**src/rtl/decimal_entry_writer_pkg.sv**
```systemverilog
// Purpose : shared types and constants for the decimal entry writer slice.
// Latency : n/a (declarations only).
// Backpressure: n/a.
//
// Contents: FSM state enum, decimal base and largest legal BCD digit.
package decimal_entry_pkg;

    typedef enum logic [1:0] {
        IDLE  = 2'd0,
        ACC   = 2'd1,
        WRITE = 2'd2
    } state_t;

    localparam int        DEC_BASE  = 10;
    localparam logic [3:0] DIGIT_MAX = 4'd9;

endpackage

```
**src/rtl/decimal_entry_writer_if.sv**
```systemverilog
// Purpose : register-file write port (request held until accepted).
// Latency : n/a (wires only).
// Backpressure: wr_en/wr_addr/wr_data hold until wr_ack is seen with wr_en high.
//
// Ports: wr_en, wr_addr, wr_data driven by the writer (master); wr_ack by the register file (slave).
interface decimal_entry_writer_if #(
    parameter int DATA_W = 32,
    parameter int ADDR_W = 5
);
    logic              wr_en;
    logic [ADDR_W-1:0] wr_addr;
    logic [DATA_W-1:0] wr_data;
    logic              wr_ack;

    modport master (
        output wr_en,
        output wr_addr,
        output wr_data,
        input  wr_ack
    );

    modport slave (
        input  wr_en,
        input  wr_addr,
        input  wr_data,
        output wr_ack
    );
endinterface

```
**src/rtl/decimal_entry_writer_dec_mac.sv**
```systemverilog
// Purpose : combinational acc*10 + digit with overflow flag.
// Latency : 0 cycles (pure combinational).
// Backpressure: none.
//
// Ports: i_acc (DATA_W), i_digit (4) in; o_sum (DATA_W low bits), o_ovf (product >= 2^DATA_W) out.
module dec_mac #(
    parameter int DATA_W = 32
) (
    input  logic [DATA_W-1:0] i_acc,
    input  logic [3:0]        i_digit,
    output logic [DATA_W-1:0] o_sum,
    output logic              o_ovf
);
    // Four guard bits: acc*10+9 < 16*2^DATA_W, so the widened sum never wraps.
    logic [DATA_W+3:0] w_ext;
    logic [DATA_W+3:0] w_prod;

    assign w_ext  = {4'b0000, i_acc};
    // x*10 as (x<<3)+(x<<1) keeps this to two adders instead of a multiplier.
    assign w_prod = (w_ext << 3) + (w_ext << 1) + {{DATA_W{1'b0}}, i_digit};
    assign o_sum  = w_prod[DATA_W-1:0];
    assign o_ovf  = |w_prod[DATA_W+3:DATA_W];
endmodule

```
**src/rtl/decimal_entry_writer.sv**
```systemverilog
// Purpose : accumulate BCD digits into a binary value and write it to the register file on commit.
// Latency : digit strobe -> o_acc_value in 2 cycles; commit strobe -> wr_en in 1 cycle.
// Backpressure: wr_en held until wr_ack; all strobes dropped (no err) while o_busy.
//
// Ports: i_clk, i_rst_n (sync, active-low), i_digit_in/i_digit_stb, i_commit_stb, i_clear_stb,
//        i_dest_addr, wr_if (write port master), o_acc_value, o_digit_count, o_busy, o_err.
// Build option: OVERFLOW_SAT_EN saturates the accumulator on overflow instead of rejecting the digit.
module decimal_entry_writer
    import decimal_entry_pkg::*;
#(
    parameter int DATA_W     = 32,
    parameter int ADDR_W     = 5,
    parameter int MAX_DIGITS = 10
) (
    input  logic                  i_clk,
    input  logic                  i_rst_n,
    input  logic [3:0]            i_digit_in,
    input  logic                  i_digit_stb,
    input  logic                  i_commit_stb,
    input  logic                  i_clear_stb,
    input  logic [ADDR_W-1:0]     i_dest_addr,
    decimal_entry_writer_if.master wr_if,
    output logic [DATA_W-1:0]     o_acc_value,
    output logic [3:0]            o_digit_count,
    output logic                  o_busy,
    output logic                  o_err
);
    localparam logic [3:0] MAX_CNT = 4'(MAX_DIGITS);

    state_t              r_state;
    logic [DATA_W-1:0]   r_acc;
    logic [3:0]          r_count;
    logic [3:0]          r_digit;
    logic [ADDR_W-1:0]   r_wr_addr;
    logic [DATA_W-1:0]   r_wr_data;
    logic                r_err;

    state_t              w_state_nx;
    logic [DATA_W-1:0]   w_acc_nx;
    logic [3:0]          w_count_nx;
    logic [3:0]          w_digit_nx;
    logic [ADDR_W-1:0]   w_wr_addr_nx;
    logic [DATA_W-1:0]   w_wr_data_nx;
    logic                w_err_nx;

    logic [DATA_W-1:0]   w_sum;
    logic                w_ovf;

    // Digit is latched in IDLE and folded in during ACC, which breaks the
    // strobe-to-adder path and gives the fixed 2-cycle echo latency.
    dec_mac #(.DATA_W(DATA_W)) u_dec_mac (
        .i_acc   (r_acc),
        .i_digit (r_digit),
        .o_sum   (w_sum),
        .o_ovf   (w_ovf)
    );

    always_ff @(posedge i_clk) begin
        if (!i_rst_n) begin
            r_state   <= IDLE;
            r_acc     <= '0;
            r_count   <= '0;
            r_digit   <= '0;
            r_wr_addr <= '0;
            r_wr_data <= '0;
            r_err     <= 1'b0;
        end else begin
            r_state   <= w_state_nx;
            r_acc     <= w_acc_nx;
            r_count   <= w_count_nx;
            r_digit   <= w_digit_nx;
            r_wr_addr <= w_wr_addr_nx;
            r_wr_data <= w_wr_data_nx;
            r_err     <= w_err_nx;
        end
    end

    always_comb begin
        w_state_nx   = r_state;
        w_acc_nx     = r_acc;
        w_count_nx   = r_count;
        w_digit_nx   = r_digit;
        w_wr_addr_nx = r_wr_addr;
        w_wr_data_nx = r_wr_data;
        w_err_nx     = 1'b0;

        unique case (r_state)
            IDLE: begin
                // Strobe priority: clear > commit > digit.
                if (i_clear_stb) begin
                    w_acc_nx   = '0;
                    w_count_nx = '0;
                end else if (i_commit_stb) begin
                    // An empty entry has nothing to write; silently ignore.
                    if (r_count != 4'd0) begin
                        w_wr_addr_nx = i_dest_addr;
                        w_wr_data_nx = r_acc;
                        w_state_nx   = WRITE;
                    end
                end else if (i_digit_stb) begin
                    if ((i_digit_in > DIGIT_MAX) || (r_count == MAX_CNT)) begin
                        w_err_nx = 1'b1;
                    end else begin
                        w_digit_nx = i_digit_in;
                        w_state_nx = ACC;
                    end
                end
            end

            ACC: begin
                if (!w_ovf) begin
                    w_acc_nx   = w_sum;
                    w_count_nx = r_count + 4'd1;
                end else begin
`ifdef OVERFLOW_SAT_EN
                    w_acc_nx   = {DATA_W{1'b1}};
                    w_count_nx = r_count + 4'd1;
                    w_err_nx   = 1'b1;
`else
                    w_err_nx   = 1'b1;
`endif
                end
                w_state_nx = IDLE;
            end

            WRITE: begin
                if (wr_if.wr_ack) begin
                    w_acc_nx   = '0;
                    w_count_nx = '0;
                    w_state_nx = IDLE;
                end
            end

            default: begin
                w_state_nx = IDLE;
            end
        endcase
    end

    assign wr_if.wr_en   = (r_state == WRITE);
    assign wr_if.wr_addr = r_wr_addr;
    assign wr_if.wr_data = r_wr_data;

    assign o_acc_value   = r_acc;
    assign o_digit_count = r_count;
    assign o_busy        = (r_state != IDLE);
    assign o_err         = r_err;
endmodule

```
**src/flat_wrapper.sv**
```systemverilog
// flat-port wrapper written by rule: the top's interface ports become plain ports
module decimal_entry_writer_flat import decimal_entry_pkg::*;
#(
    parameter int DATA_W     = 32,
    parameter int ADDR_W     = 5,
    parameter int MAX_DIGITS = 10
)
  (i_clk, i_rst_n, i_digit_in, i_digit_stb, i_commit_stb, i_clear_stb, i_dest_addr, o_acc_value, o_digit_count, o_busy, o_err, wr_if_wr_en, wr_if_wr_addr, wr_if_wr_data, wr_if_wr_ack);
  decimal_entry_writer_if #(.DATA_W(DATA_W), .ADDR_W(ADDR_W)) wr_if_i ();
  input  logic i_clk;
  input  logic i_rst_n;
  input  logic [3:0] i_digit_in;
  input  logic i_digit_stb;
  input  logic i_commit_stb;
  input  logic i_clear_stb;
  input  logic [ADDR_W-1:0] i_dest_addr;
  output logic [DATA_W-1:0] o_acc_value;
  output logic [3:0] o_digit_count;
  output logic o_busy;
  output logic o_err;
  output wire logic [$bits(wr_if_i.wr_en)-1:0] wr_if_wr_en;
  output wire logic [$bits(wr_if_i.wr_addr)-1:0] wr_if_wr_addr;
  output wire logic [$bits(wr_if_i.wr_data)-1:0] wr_if_wr_data;
  input wire logic [$bits(wr_if_i.wr_ack)-1:0] wr_if_wr_ack;
  assign wr_if_wr_en = wr_if_i.wr_en;
  assign wr_if_wr_addr = wr_if_i.wr_addr;
  assign wr_if_wr_data = wr_if_i.wr_data;
  assign wr_if_i.wr_ack = wr_if_wr_ack;
  decimal_entry_writer #(.DATA_W(DATA_W), .ADDR_W(ADDR_W), .MAX_DIGITS(MAX_DIGITS)) u_core (.i_clk(i_clk), .i_rst_n(i_rst_n), .i_digit_in(i_digit_in), .i_digit_stb(i_digit_stb), .i_commit_stb(i_commit_stb), .i_clear_stb(i_clear_stb), .i_dest_addr(i_dest_addr), .wr_if(wr_if_i), .o_acc_value(o_acc_value), .o_digit_count(o_digit_count), .o_busy(o_busy), .o_err(o_err));
endmodule
```
**config.mk**
```make
export PLATFORM = sky130hd
export DESIGN_NAME = decimal_entry_writer_flat
export DESIGN_NICKNAME = d
export VERILOG_FILES = /design/src/rtl/decimal_entry_writer_pkg.sv /design/src/rtl/decimal_entry_writer_if.sv /design/src/rtl/decimal_entry_writer_dec_mac.sv /design/src/rtl/decimal_entry_writer.sv /design/src/flat_wrapper.sv
export SDC_FILE = /design/constraint.sdc
export NUM_CORES = 1
export LEC_CHECK = 0
export ABC_AREA = 1
export ABC_CLOCK_PERIOD_IN_PS = 4360
export CORE_ASPECT_RATIO = 1.25
export CORE_MARGIN = 2
export CORE_UTILIZATION = 30
export CTS_CLUSTER_DIAMETER = 50
export DETAILED_ROUTE_END_ITERATION = 7
export PLACE_DENSITY_LB_ADDON = 0.08
export SETUP_SLACK_MARGIN = 0.4
export SLEW_MARGIN = 20
export SYNTH_ARGS = -nofsm -noshare
export SYNTH_HDL_FRONTEND = slang
export SYNTH_SLANG_ARGS = --single-unit
```
**constraint.sdc**
```tcl
create_clock -name i_clk -period 4.36 [get_ports i_clk]
set_clock_uncertainty 0.2 [all_clocks]
set_input_delay 0.872 -clock i_clk [delete_from_list [all_inputs] [get_ports i_clk]]
set_output_delay 0.872 -clock i_clk [all_outputs]
set_load 0.01 [all_outputs]
```
Word level (Yosys, flattened, before mapping)
Index checks and enable logic that the tools add are counted.
- output and inout port bits: 76
- input port bits: 15
- bits in registers: 80
- add/sub/neg operators: 3
- $lt $le $gt $ge: 1
- bitwise operators: 3
- equal/unequal tests: 10
- muxes and demuxes: 21
- reduce and logical (&&, ||, !) cells: 10
- operators with widths (kind ; count):
    32-bit two-way mux ; 3
    32-bit one-hot mux with 3 select lines ; 1
    35-bit by 33-bit adder with 36-bit output ; 1
    36-bit by 4-bit adder with 36-bit output ; 1
    2-bit two-way mux ; 6
    4-bit two-way mux ; 3
    4-bit one-hot mux with 3 select lines ; 1
    5-bit AND reduction ; 2
    4-bit AND reduction ; 2
    2-bit != test (second input constant) ; 3
    3-bit != test (second input constant) ; 2
    1-bit two-way mux ; 5
    4-bit by 1-bit adder with 4-bit output (second input constant) ; 1
    4-bit equality test (second input constant) ; 1
    4-bit greater-than comparator (second input constant) ; 1
    2-bit one-hot mux with 2 select lines ; 1
    4-bit nonzero test ; 1
    4-bit OR reduction ; 1
    3-bit by 2-bit != test with 1-bit output (second input constant) ; 1
    1-bit inverter ; 3
    3-bit nonzero test ; 1
    2-bit by 1-bit equality test with 1-bit output (second input constant) ; 1
    2-bit equality test (second input constant) ; 1
    2-bit logical NOT ; 1
    other kinds (4) ; 4

Longest topological paths before layout
Gate-level depths: netlist of run 1.
- depth after elaboration: 7
- depth in mapped cells: 22
- gate-level depth less buffers: 21

Modules after synthesis
From an unflattened synthesis of run 1, not the netlist that was laid out.
- cells, all modules: 942
- area, all modules: 6277.3 um2
- by module, submodules not included (module ; cells each ; area each (um2) ; times used):
    decimal_entry_writer ; 467 ; 3617.2 ; 1
    dec_mac ; 475 ; 2660.1 ; 1

Worst setup path after synthesis of run 1
Ideal clock, no wire load.
- path kind: reg-to-reg
- from: register u_core.r_acc[0] (netlist: u_core.o_acc_value[0])
- to: register u_core.r_acc[10] (netlist: u_core.o_acc_value[10])
- cell stages (with the launch flop): 22
- period minus slack after synthesis: 3045 ps
- setup time: 115 ps
- setup slack: 1315 ps
- arrival: 2730 ps
- cell sequence: dfxtp_1 inv_1 fa_1 inv_1 fa_1 nand2_1 nand2_1 nand3_1 nand2_1 nand2_1 nand2_1 nand2_1 nand2_1 nand2_1 nand2_1 nor2_1 nand2_1 nand2_4 buf_4 nand3_1 nand2_1 nor2_1
- word-level cells in the longest chain between the ends: 5
- elaborated cells on any way between the ends: 7
- classes of those cells: add/sub (2); eq/ne (1); mux (2); reduce/logical (2)
- RTL lines (item ; RTL line ; RTL):
    from (decl) ; decimal_entry_writer.sv:31 ; logic [DATA_W-1:0] r_acc;
    from (signal assigned) ; decimal_entry_writer.sv:69 ; r_acc <= w_acc_nx;
    35-bit by 33-bit adder with 36-bit output (*) ; decimal_entry_writer_dec_mac.sv:20 ; assign w_prod = (w_ext << 3) + (w_ext << 1) + {{DATA_W{1'b0}}, i_digit};
    36-bit by 4-bit adder with 36-bit output (*) ; decimal_entry_writer_dec_mac.sv:20 ;
    4-bit OR reduction ; decimal_entry_writer_dec_mac.sv:22 ; assign o_ovf = |w_prod[DATA_W+3:DATA_W];
    2-bit != test (no line) ; -- ;
    4-bit AND reduction (no line) ; -- ;
Every way passes the cells marked *; elsewhere a longest branch is shown, timed or not. The select of a mux whose other input is x is not followed.
A chain may end at the register's enable or synchronous reset.

Final worst setup path of run 1
- from: register u_core.r_acc[0] (netlist: u_core.o_acc_value[0])
- to: register u_core.r_acc[8] (netlist: u_core.o_acc_value[8])
The elaborated chain is that of the path after synthesis.

==> summary.txt, run 1 <==
Ant. Diodes -> 0
First-pass DRT Iterations -> 4
first-pass GRT wire length -> 30200 um
predominant post-synthesis flop cell -> dfxtp_1
Final setup viols -> 0
CTS Sinks -> 80
Worst setup EP type -> flop
Fill cells -> 2145
IO Pins -> 91
mux cell area share after synthesis -> 0%
unrepaired setup endpoints after global routing -> false
fraction of layout cells with a size suffix above 1 -> 5.83%
Worst slew margin -> 49.5%
LEAKAGE -> 0.00366 uW
std cell rows -> 57
XOR/XNOR Fraction of Synth Area -> 0%
register area share after synthesis -> 27.2%
routed vias -> 5916
NumNets Final -> 1090
worst-case reg-to-reg path depth -> 21
count of different cell masters after synthesis -> 35
r2r setup slk -> 0.76 ns
worst vdd ir -> 0.201 mV
Final period util -> 82.5%
most frequent cells in the layout -> nand2_1, nor2_1, inv_1, clkdlybuf4s50_1, a21oi_1
Slew @ Worst Pin -> 0.758 ns
min Tclk post-route -> 3.60 ns
Setup Buffers After CTS -> 0
post-synthesis simple-gate area fraction -> 34.8%
initial DRC count -> 278
Top cell by count, worst path -> nand2_1
Final Hold Vio Count -> 0
worst-path maximum fanout -> 26
Die Wd -> 129 um
final setup TNS -> 0 ns
Setup WS post-layout -> 0.765 ns
synth warn -> 0
Slew Limit Fails -> 0
initial core utilization -> 30.5%
crit-path cells -> inv_1, fa_1, inv_1, fa_1, nand2_1, nand2_1, nand3_1, nand2_1, nand2_1, nand2_1, nand2_1, nand2_1, nand2_1, nand2_1, nor2_1, nand2_1, nand2_8, buf_4, nand3_1, nand2_1, nor2_1
worst min-delay path class -> reg2reg
CTS Buf Count -> 9
commonest non-fill, non-tap cell in the layout -> nand2_1
CTS tree -> built
reg2reg end -> u_core.o_acc_value[8]
clk root buf -> clkbuf_16
CP Class -> reg2reg
worst r2r src -> u_core.o_acc_value[0]
post-synth top area cell -> dfxtp_1
via count of the first global-routing pass -> 5742
Pwr Density -> 301 nW/um^2
port bufs -> 90
H-tree lvl count -> 3
grt ovf -> 0
status -> finished, final reports clean
slowest CP cell -> fa_1
crit-path max cell delay -> 0.54 ns
Total GRT Usage -> 18.3%
Worst EP arrival -> 3.64 ns
largest net degree at the start of global routing -> 70
number of flops mapped to enable cells by yosys -> 0
synthesized cell area -> 5890 um^2
CP Launch Type -> flop
die area -> 20800 um^2
core area -> 19300 um^2
DIE HEIGHT -> 161 um
main combinational cell family by area after synthesis -> simple AND/OR/NAND/NOR gates
CTS resizes -> 0
max frequency -> 278 MHz
CTS Buffer Depth -> 2
maxcap violations -> 0
post-synthesis cell count -> 928
pre-CTS setup slack -> 0.714 ns
# DRC -> 0
ANT nets after route -> 0
Setup crit end -> u_core.o_acc_value[8]
Synth Area in Adders -> 14.7%
Compound-Gate Fraction of Synth Area -> 14.5%
share of the synthesized area in the top cell type -> 27.2%
clk_lat worst skew -> 0.35 ns
Synthesized Nets -> 1011
main area contributors after synthesis -> dfxtp_1, nand2_1, ha_1, nor2_1, a21oi_1
Area Overhead vs Synth -> 25.3%
Hold Buf Count CTS -> 0
flops & latches, synth -> 80
clock slew at reported path FFs -> 0.07 ns
initial antenna violation count -> 0
vias per cell -> 4.63
Avg Synthesized Cell Area -> 6.34 um^2
Async SR Flop Fraction -> 0%
Post-Route WL -> 18300 um
placed wire-length estimate -> 14000 um
CP startpoint -> u_core.o_acc_value[0]
Worst EP required -> 4.40 ns
wire length per cell -> 14.4 um
gpl congestion -> 0.881
[registers in the layout, indices dropped and copies added (netlist names)]
register / count
u_core.o_acc_value: 32
u_core.o_digit_count: 4
u_core.o_err: 1
u_core.r_digit: 4
u_core.r_state: 2
u_core.wr_if.wr_addr: 5
u_core.wr_if.wr_data: 32
[how the worst min path moves through the flow]
stage | from | to | slack (ns) | depth (start not counted)
detailed placement | u_core.r_digit[0] | u_core.r_digit[0] | 0.25 | 2
finish | u_core.r_digit[0] | u_core.r_digit[0] | 0.26 | 2
CTS | u_core.r_digit[0] | u_core.r_digit[0] | 0.26 | 2
global route | u_core.r_digit[0] | u_core.r_digit[0] | 0.28 | 2
floorplan | u_core.r_digit[0] | u_core.r_digit[0] | 0.23 | 2
global placement | u_core.r_digit[0] | u_core.r_digit[0] | 0.25 | 2
[synth_stat cells (3+ instances only)]
| cell | n |
|---|---|
| nor2_1 | 148 |
| clkbuf_1 | 22 |
| nand3_1 | 71 |
| a21oi_1 | 87 |
| o21ai_0 | 64 |
| inv_1 | 89 |
| buf_4 | 6 |
| o21bai_1 | 6 |
| inv_2 | 4 |
| nor2_2 | 4 |
| nand2_2 | 5 |
| dfxtp_1 | 80 |
| a21oi_2 | 3 |
| ha_1 | 66 |
| nand4_1 | 4 |
| nand2_1 | 226 |
| or2_2 | 8 |
| nor3_1 | 10 |
[critical path, delay by kind of cell (launching register included)]
family | cells | cell delay (ns)
buffers and inverters | 3 | 0.42
adders and majority gates | 2 | 0.99
DFF | 1 | 0.35
and+or+nand+nor | 16 | 1.50
[power by group]
part	total (uW)	internal [uW]	switching, uW
Combinational	568	251	318
Sequential	849	788	60.6
Clock	800	462	339
Total	2220	1500	717
[stage by stage]
stage,cells,total power [uW],util (%),hold slack [ns],cell area [um^2]
after floorplan,928,1210,-,0.230,5890
after global placement,1261,1440,36.5,0.253,7060
after detailed placement,1261,1440,36.5,0.253,7060
after CTS,1277,2250,38.1,0.263,7370
after global routing,1277,2360,38.2,0.284,7380
final,1277,2220,38.2,0.260,7380
[metal layers]
layer  GRT usage [%]  wire length (um)
met3            2.73               496
met1            24.4              8870
met5               0                 0
met4            4.99               287
met2            30.7              8690
[area by class of cell]
type,count,area [um^2],area share [%]
Clock buffer,10,239,3.24
Clock inverter,6,66.3,0.899
Inverter,95,357,4.83
Timing Repair Buffer,101,1000,13.6
Multi-Input combinational cell,720,3780,51.2
Sequential cell,80,1600,21.7
Tap cell,265,332,4.49
[cell families (layout without fill, tap and decap cells)]
group,after synthesis,in the layout
flip-flops,80,80
adder cells (fa/ha/maj),68,68
AO/OA/AOI/OAI,164,164
AND/OR/NAND/NOR,488,488
buffers and inverters,128,212
(Power assumes the default switching activity.)
==> run 2, diff against run 1 <==
--- a/config.mk
+++ b/config.mk
@@ -6,7 +6,7 @@
 export NUM_CORES = 1
 export LEC_CHECK = 0
 export ABC_AREA = 1
-export ABC_CLOCK_PERIOD_IN_PS = 4360
+export ABC_CLOCK_PERIOD_IN_PS = 3640
 export CORE_ASPECT_RATIO = 1.25
 export CORE_MARGIN = 2
 export CORE_UTILIZATION = 30
==> constraint.sdc (replaced) <==
create_clock -name i_clk -period 3.64 [get_ports i_clk]
set_clock_uncertainty 0.2 [all_clocks]
set_input_delay 0.728 -clock i_clk [delete_from_list [all_inputs] [get_ports i_clk]]
set_output_delay 0.728 -clock i_clk [all_outputs]
set_load 0.01 [all_outputs]
==> run 2 against run 1 <==
Utilization grew 2.8 points. Hold slack better by 0.0082 ns. Final cell count up 2.3%.
==> summary.txt, run 2 (synthesis gave the netlist of run 1 again) <==
Top cell by count, worst path -> nand2_1
grt met2 use -> 32.0% (+1.3 points)
Slew Limit Fails -> 0 (unchanged)
clock slew at reported path FFs -> 0.07 ns (about the same)
NumNets Final -> 1119 (+2.7%)
unrepaired setup endpoints after global routing -> true
crit path buf inv count -> 4 (+1)
CTS tree -> built
Post-Place Cell Area -> 7160 um^2 (+1.4%)
min Tclk post-route -> 3.09 ns (-0.505 ns)
First-pass DRT Iterations -> 5 (+1)
initial antenna violation count -> 0 (unchanged)
clk_lat worst skew -> 0.34 ns (about the same)
ANT nets after route -> 0 (unchanged)
Final period util -> 84.9% (+2.4 points)
initial core utilization -> 30.5% (unchanged)
LEAKAGE -> 0.00392 uW (+7.0%)
worst hold margin -> 0.268 ns (+0.00817 ns)
CP Launch Type -> flop
crit-path cells -> inv_2, fa_1, inv_2, fa_2, nand2_2, nand2_4, nand3_4, nand2_4, nand2_2, nand2_2, nand2_2, nand2_1, nand2_1, nand2_1, nor2_1, nand2_1, nand2_4, buf_12, clkbuf_16, nand3_1, nand2_1, nor2_1
Slew @ Worst Pin -> 0.542 ns (-0.216 ns)
Area Overhead vs Synth -> 34.5%
r2r setup slk -> 0.55 ns (-0.21 ns)
CP startpoint -> u_core.r_digit[3]
Hold Buf Count CTS -> 0 (unchanged)
# DRC -> 0 (unchanged)
FF/Latch Area -> 1630 um^2 (+1.5%)
CP top delay family -> simple AND/OR/NAND/NOR gates
Ant. Diodes -> 0 (unchanged)
gpl congestion -> 0.858 (-2.6%)
worst vdd ir -> 0.204 mV (+1.5%)
via count of the first global-routing pass -> 5806 (+1.1%)
worst-path maximum fanout -> 7 (-73%)
placed wire-length estimate -> 14600 um (+4.0%)
met1 usage -> 25.4% (+0.99 points)
Fill cells -> 2142 (-0.14%)
pre-CTS setup slack -> 0.248 ns (-0.466 ns)
wire length per cell -> 15.1 um (+4.8%)
maxcap violations -> 0 (unchanged)
CTS Sinks -> 80 (unchanged)
Worst EP arrival -> 3.13 ns (-0.51 ns)
clk root buf -> clkbuf_16
port bufs -> 90 (unchanged)
Final Hold Vio Count -> 0 (unchanged)
crit-path max cell delay -> 0.55 ns (about the same)
worst r2r src -> u_core.r_digit[3]
slowest CP cell -> fa_1
vias per cell -> 4.72 (+1.8%)
Total GRT Usage -> 19.0% (+0.67 points)
CTS Buffer Depth -> 2 (unchanged)
IO Pins -> 91 (unchanged)
commonest non-fill, non-tap cell in the layout -> nand2_1
Die Wd -> 129 um (unchanged)
CTS Buf Count -> 9 (unchanged)
max frequency -> 324 MHz (+16%)
Pwr Density -> 337 nW/um^2 (+12%)
area of the multi-input gates -> 3910 um^2 (+3.3%)
fraction of layout cells with a size suffix above 1 -> 13.4% (+7.5 points)
Worst EP required -> 3.68 ns (-0.72 ns)
Setup WS post-layout -> 0.550 ns (-0.215 ns)
status -> finished, final reports clean
met3 GRT Util -> 2.47% (-0.27 points)
worst min-delay path class -> reg2reg
first-pass GRT wire length -> 30900 um (+2.5%)
Worst slew margin -> 63.8% (+14 points)
std cell rows -> 57 (unchanged)
core area -> 19300 um^2 (unchanged)
Final setup viols -> 0 (unchanged)
H-tree lvl count -> 3 (unchanged)
initial DRC count -> 442 (+59%)
DIE HEIGHT -> 161 um (unchanged)
largest net degree at the start of global routing -> 62 (-11%)
hold_sp -> u_core.r_digit[0]
final instance area -> 7920 um^2 (+7.3%)
final setup TNS -> 0 ns (unchanged)
grt ovf -> 0 (unchanged)
Post-Route WL -> 19700 um (+7.2%)
die area -> 20800 um^2 (unchanged)
most frequent cells in the layout -> nand2_1, nor2_1, clkdlybuf4s50_1, inv_1, a21oi_1
Worst setup EP type -> flop
gr busiest metal -> met2
CP Class -> reg2reg
routed vias -> 6160 (+4.1%)
## run 2: changes by cell type in the layout (fill, tap and decap cells not counted), sizes merged
cell / previous run / this run
clkinv: 5 / 3
buf: 12 / 36
bufbuf: 0 / 1
clkbuf: 10 / 14
clkinvlp: 0 / 2
## run 2: tightest hold or removal path: cells and delay by family (launching register included)
family                 cells  cell delay [ns]
flip-flops                 1             0.30
buffers and inverters      1             0.07
AO/OA/AOI/OAI              1             0.06
## run 2: worst paths after layout
path | cells after the start | to
setup / recovery | 22 | u_core.o_acc_value[30]
hold / removal | 2 | u_core.r_digit[0]
setup reg to reg | 22 | u_core.o_acc_value[30]
hold reg to reg | 2 | u_core.r_digit[0]
## run 2: power by group
| part | switching (uW) | internal, uW |
|---|---|---|
| Clock | 386 | 534 |
| Combinational | 403 | 327 |
| Sequential | 73.3 | 947 |
## run 2: final cells by class
type                       instances  area share [%]
tap                              265            4.19
timing repair buffer             130            17.7
clock inverter                     6           0.853
multi-input combinational        720            49.3
clock buffer                      10            2.89
inverter                          95            4.50
sequential                        80            20.5
## run 2: metrics by stage
stage | utilization [%] | cells | power [uW]
after global routing | 41.0 | 1306 | 2830
after CTS | 39.3 | 1291 | 2680
after floorplan | - | 928 | 1440
final | 41.0 | 1306 | 2670
after global placement | 37.0 | 1269 | 1740
after detailed placement | 37.0 | 1269 | 1740
## run 2: layer usage
metal / vias up / wire [um]
li1: 3235 / -
met1: 2795 / 9210
met2: 112 / 9460
met3: 18 / 659
met4: 0 / 337
met5: - / 0
## run 2: timing repair
action / CTS / global route
endpoints found under the setup margin: 33 / 37
gates cloned: 2 / 4
pin swaps: 4 / 11
setup buffers: 4 / 11
gates resized for setup: 13 / 48
